$ cat src/rtl/imem_arbiter_pkg.sv
// Shared definitions for the instruction-memory arbiter: geometry, state encoding
// and the fetch anti-starvation threshold.
package imem_arbiter_pkg;

  localparam int unsigned ADDR_W       = 16;
  localparam int unsigned DATA_W       = 32;
  localparam int unsigned DEPTH        = 2048;
  localparam int unsigned STARVE_MAX   = 4;
  localparam int unsigned STARVE_CNT_W = 3;

  // Each state mirrors the grant issued in the previous cycle.
  typedef enum logic [1:0] {
    IDLE  = 2'd0,
    FETCH = 2'd1,
    LOAD  = 2'd2
  } arb_state_e;

endpackage

$ cat src/rtl/imem_arb_starve_ctr.sv
// Counts consecutive cycles in which a pending fetch loses arbitration and flags
// when the fetch port must win the next contention. Only built with
// IMEM_ARB_STARVE_EN defined.
module imem_arb_starve_ctr #(
  parameter int unsigned STARVE_MAX = imem_arbiter_pkg::STARVE_MAX
) (
  input  logic clk,
  input  logic rst,
  input  logic fetch_req,
  input  logic fetch_gnt,
  output logic starved_c
);
  import imem_arbiter_pkg::*;

  localparam int unsigned CNT_W = STARVE_CNT_W;

  logic [CNT_W-1:0] cnt_q;

  // Loss counter: clears on a fetch grant or an idle fetch port, saturates at all-ones.
  always_ff @(posedge clk or posedge rst) begin
    if (rst) begin
      cnt_q <= '0;
    end else if (!fetch_req || fetch_gnt) begin
      cnt_q <= '0;
    end else if (cnt_q != '1) begin
      cnt_q <= cnt_q + CNT_W'(1);
    end
  end

  // Fetch gets priority once the loss budget is spent.
  assign starved_c = (cnt_q >= CNT_W'(STARVE_MAX));

endmodule

$ cat src/rtl/imem_arbiter.sv
// Two-port arbiter in front of a single-port instruction memory: a fetch (read)
// port and a loader (write) port. Loader has priority; optional fetch
// anti-starvation is enabled by defining IMEM_ARB_STARVE_EN.
module imem_arbiter #(
  parameter int unsigned ADDR_W     = imem_arbiter_pkg::ADDR_W,
  parameter int unsigned DATA_W     = imem_arbiter_pkg::DATA_W,
  parameter int unsigned DEPTH      = imem_arbiter_pkg::DEPTH
`ifdef IMEM_ARB_STARVE_EN
  ,
  parameter int unsigned STARVE_MAX = imem_arbiter_pkg::STARVE_MAX
`endif
) (
  input  logic              clk,
  input  logic              rst,
  input  logic              fetch_req,
  input  logic [ADDR_W-1:0] fetch_addr,
  output logic              fetch_gnt,
  output logic              fetch_rvalid,
  output logic [DATA_W-1:0] fetch_rdata,
  output logic              fetch_err,
  input  logic              load_req,
  input  logic [ADDR_W-1:0] load_addr,
  input  logic [DATA_W-1:0] load_wdata,
  output logic              load_gnt,
  output logic              mem_rd,
  output logic              mem_wn,
  output logic [ADDR_W-1:0] mem_address,
  output logic [DATA_W-1:0] mem_write_data,
  input  logic [DATA_W-1:0] mem_read_data,
  output logic              busy
);
  import imem_arbiter_pkg::*;

  localparam logic [ADDR_W-1:0] DEPTH_A = ADDR_W'(DEPTH);

  arb_state_e state_q;
  arb_state_e state_d;
  logic       fetch_err_q;
  logic       starved_c;

`ifdef IMEM_ARB_STARVE_EN
  imem_arb_starve_ctr #(
    .STARVE_MAX(STARVE_MAX)
  ) u_starve_ctr (
    .clk       (clk),
    .rst       (rst),
    .fetch_req (fetch_req),
    .fetch_gnt (fetch_gnt),
    .starved_c (starved_c)
  );
`else
  assign starved_c = 1'b0;
`endif

  // State register: remembers last cycle's grant.
  always_ff @(posedge clk or posedge rst) begin
    if (rst) begin
      state_q <= IDLE;
    end else begin
      state_q <= state_d;
    end
  end

  // Out-of-range flag for the fetch whose response is due next cycle.
  always_ff @(posedge clk or posedge rst) begin
    if (rst) begin
      fetch_err_q <= 1'b0;
    end else if (fetch_gnt) begin
      fetch_err_q <= (fetch_addr >= DEPTH_A);
    end
  end

  // Next state follows the grant taken this cycle.
  always_comb begin
    state_d = IDLE;
    if (fetch_gnt) begin
      state_d = FETCH;
    end else if (load_gnt) begin
      state_d = LOAD;
    end
  end

  // Arbitration, memory strobes and the read response seen by the fetch port.
  always_comb begin
    fetch_gnt      = 1'b0;
    load_gnt       = 1'b0;
    mem_rd         = 1'b0;
    mem_wn         = 1'b0;
    mem_address    = '0;
    mem_write_data = '0;
    if (!rst) begin
      if (fetch_req && (!load_req || starved_c)) begin
        fetch_gnt = 1'b1;
      end else if (load_req) begin
        load_gnt = 1'b1;
      end
    end
    // Out-of-range transfers are granted but never reach the memory.
    if (fetch_gnt && (fetch_addr < DEPTH_A)) begin
      mem_rd      = 1'b1;
      mem_address = fetch_addr;
    end
    if (load_gnt && (load_addr < DEPTH_A)) begin
      mem_wn         = 1'b1;
      mem_address    = load_addr;
      mem_write_data = load_wdata;
    end
    fetch_rvalid = (state_q == FETCH);
    fetch_err    = fetch_rvalid && fetch_err_q;
    fetch_rdata  = (fetch_rvalid && !fetch_err_q) ? mem_read_data : '0;
    busy         = fetch_gnt || load_gnt || (state_q == FETCH);
  end

endmodule

$ cat config.mk
export PLATFORM = sky130hd
export DESIGN_NAME = imem_arbiter
export DESIGN_NICKNAME = d
export VERILOG_FILES = /design/src/rtl/imem_arbiter_pkg.sv /design/src/rtl/imem_arb_starve_ctr.sv /design/src/rtl/imem_arbiter.sv
export SDC_FILE = /design/constraint.sdc
export NUM_CORES = 1
export LEC_CHECK = 0
export BUFFER_PORTS_ARGS = -buffer_cell sky130_fd_sc_hd__buf_2
export CAP_MARGIN = 0
export CORE_AREA = 2 2 72 74
export DETAILED_ROUTE_END_ITERATION = 7
export DIE_AREA = 0 0 74 76
export PLACE_DENSITY = 0.7
export SYNTH_ARGS = -nofsm -noshare
export SYNTH_HDL_FRONTEND = slang
export SYNTH_SLANG_ARGS = --single-unit
$ cat constraint.sdc
create_clock -name clk -period 1.33 [get_ports clk]
set_clock_uncertainty 0.2 [all_clocks]
set_input_delay 0.133 -clock clk [delete_from_list [all_inputs] [get_ports clk]]
set_output_delay 0.133 -clock clk [all_outputs]
set_load 0.03 [all_outputs]
# Yosys cells after proc, flatten, opt, wreduce, memory -nomap -nowiden
# Cells that the tools add are included.
dict set report totals {
  romBits 0
  latch_bits 0
  ram_bits 0
  elab_cells 28
  memories 0
  regBits 3
  output_inout_bits 87
}
dict set report op_classes {
  eq_ne 1
  reduce_logical 9
  n_mul 0
  div_mod_pow 0
  n_shift 0
  n_lt_le_gt_ge 3
  bitwise 0
  n_mux 13
  addsub 0
}
# operator n
set ops {}
lappend ops {{$mux W32} 2}
lappend ops {{$lt A16 B12 Y1 const B} 2}
lappend ops {{$mux W16} 2}
lappend ops {{$ge A16 B12 Y1 const B} 1}
lappend ops {{$mux W1} 7}
lappend ops {{$logic_and A1 B1 Y1} 5}
lappend ops {{$mux W2} 2}
lappend ops {{$eq A2 B1 Y1 const B} 1}
lappend ops {{$logic_not A1 Y1} 2}
lappend ops {{$logic_or A1 B1 Y1} 2}

# Logic depth before layout (Yosys ltp)
# Gate-level depths: netlist of run 1.
dict set report logic_depth {
  ltp_word 7
  mapped_depth 5
  depth_no_buf 3
}

# Worst setup path before layout of run 1
# No wires, ideal clock.
dict set report synth_path {
  path_type {flip-flop to output port}
  startpoint {reg state_q[1]}
  endpoint {out fetch_rdata[10]}
  stages_incl_launch_ff 5
  setup_slack_ns -0.575
  required_time_ns 0.997
  arrival_time_ns 1.572
  n_path_buf 1
  path_cell_list {dfrtp_1 nor2b_1 and2b_1 clkbuf_2 and2_1}
}
dict set report synth_via {
  elab_chain_len 3
}
# item line
set synth_lines {}
lappend synth_lines {{from (decl)} imem_arbiter.sv:36} ;# arb_state_e state_q;
lappend synth_lines {{from (signal assigned)} imem_arbiter.sv:60} ;# state_q <= state_d;
lappend synth_lines {{$eq A2 B1 Y1} imem_arbiter.sv:108} ;# fetch_rvalid = (state_q == FETCH);
lappend synth_lines {{net fetch_rvalid} imem_arbiter.sv:18} ;# output logic fetch_rvalid,
lappend synth_lines {{$logic_and A1 B1 Y1} imem_arbiter.sv:110} ;# fetch_rdata = (fetch_rvalid && !fetch_err_q) ? mem_read_data : '0;
lappend synth_lines {{$mux W32} imem_arbiter.sv:110}
lappend synth_lines {{to (decl)} imem_arbiter.sv:19} ;# output logic [DATA_W-1:0] fetch_rdata,
# The timed path passes the listed nets, and every way through them passes these cells.

# Worst setup path after layout of run 1
dict set report layout_path {
  startpoint {reg state_q[1]}
  endpoint {out fetch_rdata[15]}
}
dict set report layout_via {
  elab_chain_len 3
}
# item line
set layout_lines {}
lappend layout_lines {{$eq A2 B1 Y1} imem_arbiter.sv:108}
lappend layout_lines {{$logic_and A1 B1 Y1} imem_arbiter.sv:110}
lappend layout_lines {{$mux W32} imem_arbiter.sv:110}
# Every way passes these cells.

==> flow_summary.ini, run 1 <==
[outcome]
status = finished, violations left
violations = hold timing, setup timing

[final_layout]
layout_commonest_cell = buf_2
area_growth_pct = 267
n_fill_cell = 395
n_antenna_cell = 0
multi_input_area_um2 = 918
instances_no_fill = 377
drive_above_1_share = 0.948
postLayoutCoreUtil = 0.594
area.sequential_um2 = 75.1
layout_common_cells = buf_2 (96), buf_6 (90), and2_4 (63), a22o_4 (11)
finish.net_count = 408
final_area_mm2 = 0.00292

[route]
drt_pass1_iterations = 2
wire_per_inst_um = 12.9
final_antenna_net_count = 0
drcViolationCount = 0
wirelength_mm = 4.86
via_per_inst = 3.99
vias = 1505
drtIter0Drc = 11

[yosys]
synth_area_um2 = 796
synth_top_area_frac = 0.511
yosys_register_bits = 3
syn-mean-instance-area_um2 = 7.30
synthTopCellsByArea = and2_1 (51%), dfrtp_1 (9.4%), a22o_1 (8.8%)
synth.distinct_cells = 19
syn_inst = 109
yosys.area.top_type = and2_1
yosys_warnings = 0
ys_seq_area_frac = 0.0943

[clocking]
clock_path_buffers = 2
cts_tree = yes
cts_sinks = 3
clk_pin_slew_ns = 0.03
cts-htree-levels = 1
root_buffer = clkbuf_8
clk_latency_ns = 0.21
cts_buffers = 3

[worst_setup_path]
cp-start-kind = register
r2r_cells = 3
cpPeakStageDelay_ns = 0.38
worst_ep_required_time_ns = 1.00
crit_path_cell_trace = nor2b_4 > and2b_4 > clkbuf_16 > and2_4 > buf_6
arrival_ns = 1.33
end_kind = output port
worstPathMaxFanout = 8
setup.worst_path.class = reg2out
slowest_stage = dfrtp_1

[floorplanning]
chipWidth_um = 74
fp.coreArea_mm2 = 0.00491
rows = 26
die_h_um = 76
die-area_mm2 = 0.00562
start_util = 0.162
num_io_pins = 187

[power_and_ir_drop]
pwr-share-comb = 0.474
irDropWorstVdd_uv = 310
switching_share = 0.293
p_seq_frac = 0.144
p_sw_uw = 199
power_uw = 679
power_density_mw_per_mm2 = 233
power.leakage_nw = 1.59
p_int_uw = 480
pwr-share-clk = 0.381

[timing]
fmax_mhz = 600
whs_ns = -0.00774
min_period_over_period = 1.25
drv_slew = 0
finalHoldViolCount = 1
min_period_ns = 1.67
setup_ws_ns = -0.337
finalSetupViolCount = 79
tns_ns = -15.70
rsz0062_at_grt = true

[min_path]
hold_depth = 3
hold_path.class = in2reg

[placement]
post-place-cells = 360
place_area_mm2 = 0.00207
numPortBuffers = 181
gp_congestion = 0.740
place_ws_ns = -0.230

[job]
cap_violations = 0

[global_route]
grt_start_max_net_pins = 31
grt_antenna_before_repair = 0
globalRouteOverflowTotal = 0
grt_pass1_wl_mm = 6.80
grt_pass1_vias = 1526
grt_usage = 0.153
==> kinds of logic (layout without fill, tap and decap cells) <==
| kind of cell | Yosys count | in the layout | share of synthesized area |
|---|---|---|---|
| flops | 3 | 3 | 0.0943 |
| buf+inv | 15 | 209 | 0.156 |
| simple gates | 79 | 79 | 0.620 |
| compound gates | 11 | 11 | 0.126 |
| other cells | 1 | 5 | 0.00471 |
==> power groups by stage <==
stage	sequential, mW	clock [mW]	combinational [mW]
final	0.0979	0.259	0.322
after global routing	0.0982	0.276	0.345
after CTS	0.0979	0.268	0.303
after detailed placement	0.0989	0	0.270
after global placement	0.0986	0	0.265
after floorplan	0.0986	0	0.0998
==> cells in the mapped netlist, drive strengths merged <==
master / instances
inv: 1
and4b: 1
and3: 1
nor3: 1
and2: 65
a22o: 11
nor2b: 3
dfrtp: 3
conb: 1
nor4: 1
buf: 11
clkbuf: 3
nor3b: 1
or3: 1
and2b: 1
nor2: 4
==> state kept, by name, summed over array words and instances (netlist names) <==
name         flops
fetch_err_q      1
state_q          2
==> path summary, 6_finish.rpt <==
path                              from              end  slack [ns]
setup / recovery            state_q[1]  fetch_rdata[15]       -0.34
hold / removal                load_req       state_q[0]      -0.008
setup reg to reg           fetch_err_q      fetch_err_q        0.38
hold reg to reg            fetch_err_q      fetch_err_q        0.41
max in group asynchronous          rst      fetch_err_q        0.49
min in group asynchronous          rst       state_q[1]        0.31
==> layer usage <==
metal  share of wire  track usage
met5               0            0
met4           0.014       0.0455
met3            0.10       0.0304
met2            0.58        0.314
met1            0.30        0.141
==> final cells by class <==
cell class                 count  share of cell area
timing repair buffer         204               0.613
multi-input combinational     95               0.315
tap                           70              0.0300
sequential                     3              0.0257
clock buffer                   4              0.0154
inverter                       1             0.00129
==> repair_timing <==
item	4_1_cts	5_1_grt
buffers inserted	5	2
endpoints found under the setup margin	80	80
cloned	4	3
gates resized for setup	169	16
hold buffers	1	0
pin swaps	5	9
hold endpoints to repair	3	0
==> critical path, delay by kind of cell, from the launching register on <==
kind / cells / cell delay, ns
DFF: 1 / 0.38
buffers and inverters: 2 / 0.28
and+or+nand+nor: 3 / 0.45
Power figures use the tool's default switching activity.
==> inputs of run 2 (changes only) <==
--- a/config.mk
+++ b/config.mk
@@ -11,6 +11,7 @@
 export DETAILED_ROUTE_END_ITERATION = 7
 export DIE_AREA = 0 0 74 76
 export PLACE_DENSITY = 0.7
+export RECOVER_POWER = 25
 export SYNTH_ARGS = -nofsm -noshare
 export SYNTH_HDL_FRONTEND = slang
 export SYNTH_SLANG_ARGS = --single-unit
==> run 2 against run 1 <==
The flow finishes with violations (setup timing). Fmax is essentially flat. Sequential power about the same. Worst hold slack better by 0.040 ns. Clock-buffer cell count is the same. Setup slack hardly changed. Core utilization shrank 0.31 points. Wire length grew 0.29%. Largest cell class unchanged. Non-clock buffer count stayed put. Combinational power down 1%. Die area unchanged. First-iteration DRC count decreased by 9.1%. Highest routed layer unchanged.
==> flow_summary.ini, run 2 (synthesis results as in run 1) <==
[worst_setup_path]
worstPathMaxFanout = 8
startpoint = state_q[1]
reg2reg_to = fetch_err_q
setup.worst_path.class = reg2out
end_kind = output port
r2r_cells = 3
r2r_slack_ns = 0.38
reg2reg_from = fetch_err_q
worst_ep_required_time_ns = 1.00
cp-start-kind = register
arrival_ns = 1.33

[floorplanning]
fp.coreArea_mm2 = 0.00491
die-area_mm2 = 0.00562
chipWidth_um = 74
rows = 26
die_h_um = 76
num_io_pins = 187
start_util = 0.162

[route]
drcViolationCount = 0
wire_per_inst_um = 12.9
final_antenna_net_count = 0
via_per_inst = 3.99
vias = 1505
wirelength_mm = 4.87
drt_pass1_iterations = 2
drtIter0Drc = 10

[final_layout]
postLayoutCoreUtil = 0.591
drive_above_1_share = 0.941
layout_commonest_cell = buf_2
area_growth_pct = 265
n_antenna_cell = 0
layout_common_cells = buf_2 (96), buf_6 (90), and2_4 (63), a22o_4 (11), buf_12 (6)
instances_no_fill = 377
reg_top3 = state_q (2), fetch_err_q (1)
finish.net_count = 408
final_area_mm2 = 0.00290
largest_register_ffs = 2
regMostFlops = state_q

[power_and_ir_drop]
p_sw_uw = 197
irDropWorstVdd_uv = 308
switching_share = 0.293
p_int_uw = 477
p_seq_frac = 0.145
pwr-share-comb = 0.471
pwr-share-clk = 0.384
power.leakage_nw = 1.58
power_density_mw_per_mm2 = 232

[placement]
place_ws_ns = -0.230
gp_congestion = 0.740
post-place-cells = 360
place_area_mm2 = 0.00207
numPortBuffers = 181

[clocking]
clk_pin_slew_ns = 0.03
root_buffer = clkbuf_8
cts_tree = yes
clk_latency_ns = 0.21
cts_buffers = 3
clock_path_buffers = 2
cts_sinks = 3
cts-htree-levels = 1

[timing]
finalHoldViolCount = 0
fmax_mhz = 600
min_period_over_period = 1.25
rsz0062_at_grt = true
finalSetupViolCount = 80
tns_ns = -15.80
min_period_ns = 1.67
setup_ws_ns = -0.337
drv_slew = 0

[min_path]
min-delay-start = load_req
hold_depth = 3
holdPathEnd = state_q[0]
hold_path.class = in2reg

[global_route]
grt_antenna_before_repair = 0
grt_start_max_net_pins = 31
globalRouteOverflowTotal = 0
grt_pass1_wl_mm = 6.80
grt_usage = 0.153
grt_pass1_vias = 1526

[outcome]
status = finished, violations left
violations = setup timing

[job]
cap_violations = 0
[run 2: worst max-delay path: stages (launching register included)]
cell,delay [ns]
dfrtp_1,0.38
nor2b_4,0.11
and2b_4,0.21
clkbuf_16,0.16
and2_4,0.13
buf_6,0.12
[run 2: layer usage]
layer | global-route usage | wire length [um] | up-vias
met1 | 0.141 | 1480 | 654
met4 | 0.0455 | 67 | 0
met2 | 0.314 | 2830 | 111
met5 | 0 | 0 | -
met3 | 0.0304 | 500 | 6
li1 | - | - | 734
[run 2: what timing repair did]
action                                 CTS  global route
setup buffers                            5             2
gates cloned                             4             3
endpoints found under the hold margin    3             0
pin swaps                                5             9
hold buffers                             1             0
setup endpoints to repair               80            80
resized for setup                      169            16
[run 2: power groups by stage]
stage	Clock, mW	Combinational (mW)	Sequential (mW)
6_report	0.259	0.318	0.0980
5_1_grt	0.276	0.340	0.0982
4_1_cts	0.268	0.303	0.0979
3_5_place_dp	0	0.270	0.0989
3_3_place_gp	0	0.265	0.0986
2_1_floorplan	0	0.0998	0.0986
[run 2: worst max-delay path by stage]
stage / to / cells after the start
final: fetch_rdata[15] / 5
after floorplan: fetch_rdata[10] / 4
after CTS: fetch_rdata[10] / 5
after global routing: fetch_rdata[2] / 5
after global placement: mem_address[2] / 6
after detailed placement: mem_address[0] / 6
[run 2: layout make-up]
class / count / area (um^2)
Tap cell: 70 / 87.6
Fill cell: 397 / 2010
Timing Repair Buffer: 204 / 1790
Sequential cell: 3 / 75.1
Inverter: 1 / 3.75
Multi-Input combinational cell: 95 / 907
Clock buffer: 4 / 45.0
[run 2: metrics by stage]
step / total power [mW] / hold WS (ns)
6_report: 0.675 / 0.0320
5_1_grt: 0.714 / 0.0559
4_1_cts: 0.669 / 0.0167
3_5_place_dp: 0.369 / -0.00793
3_3_place_gp: 0.364 / -0.0115
2_1_floorplan: 0.198 / -0.313
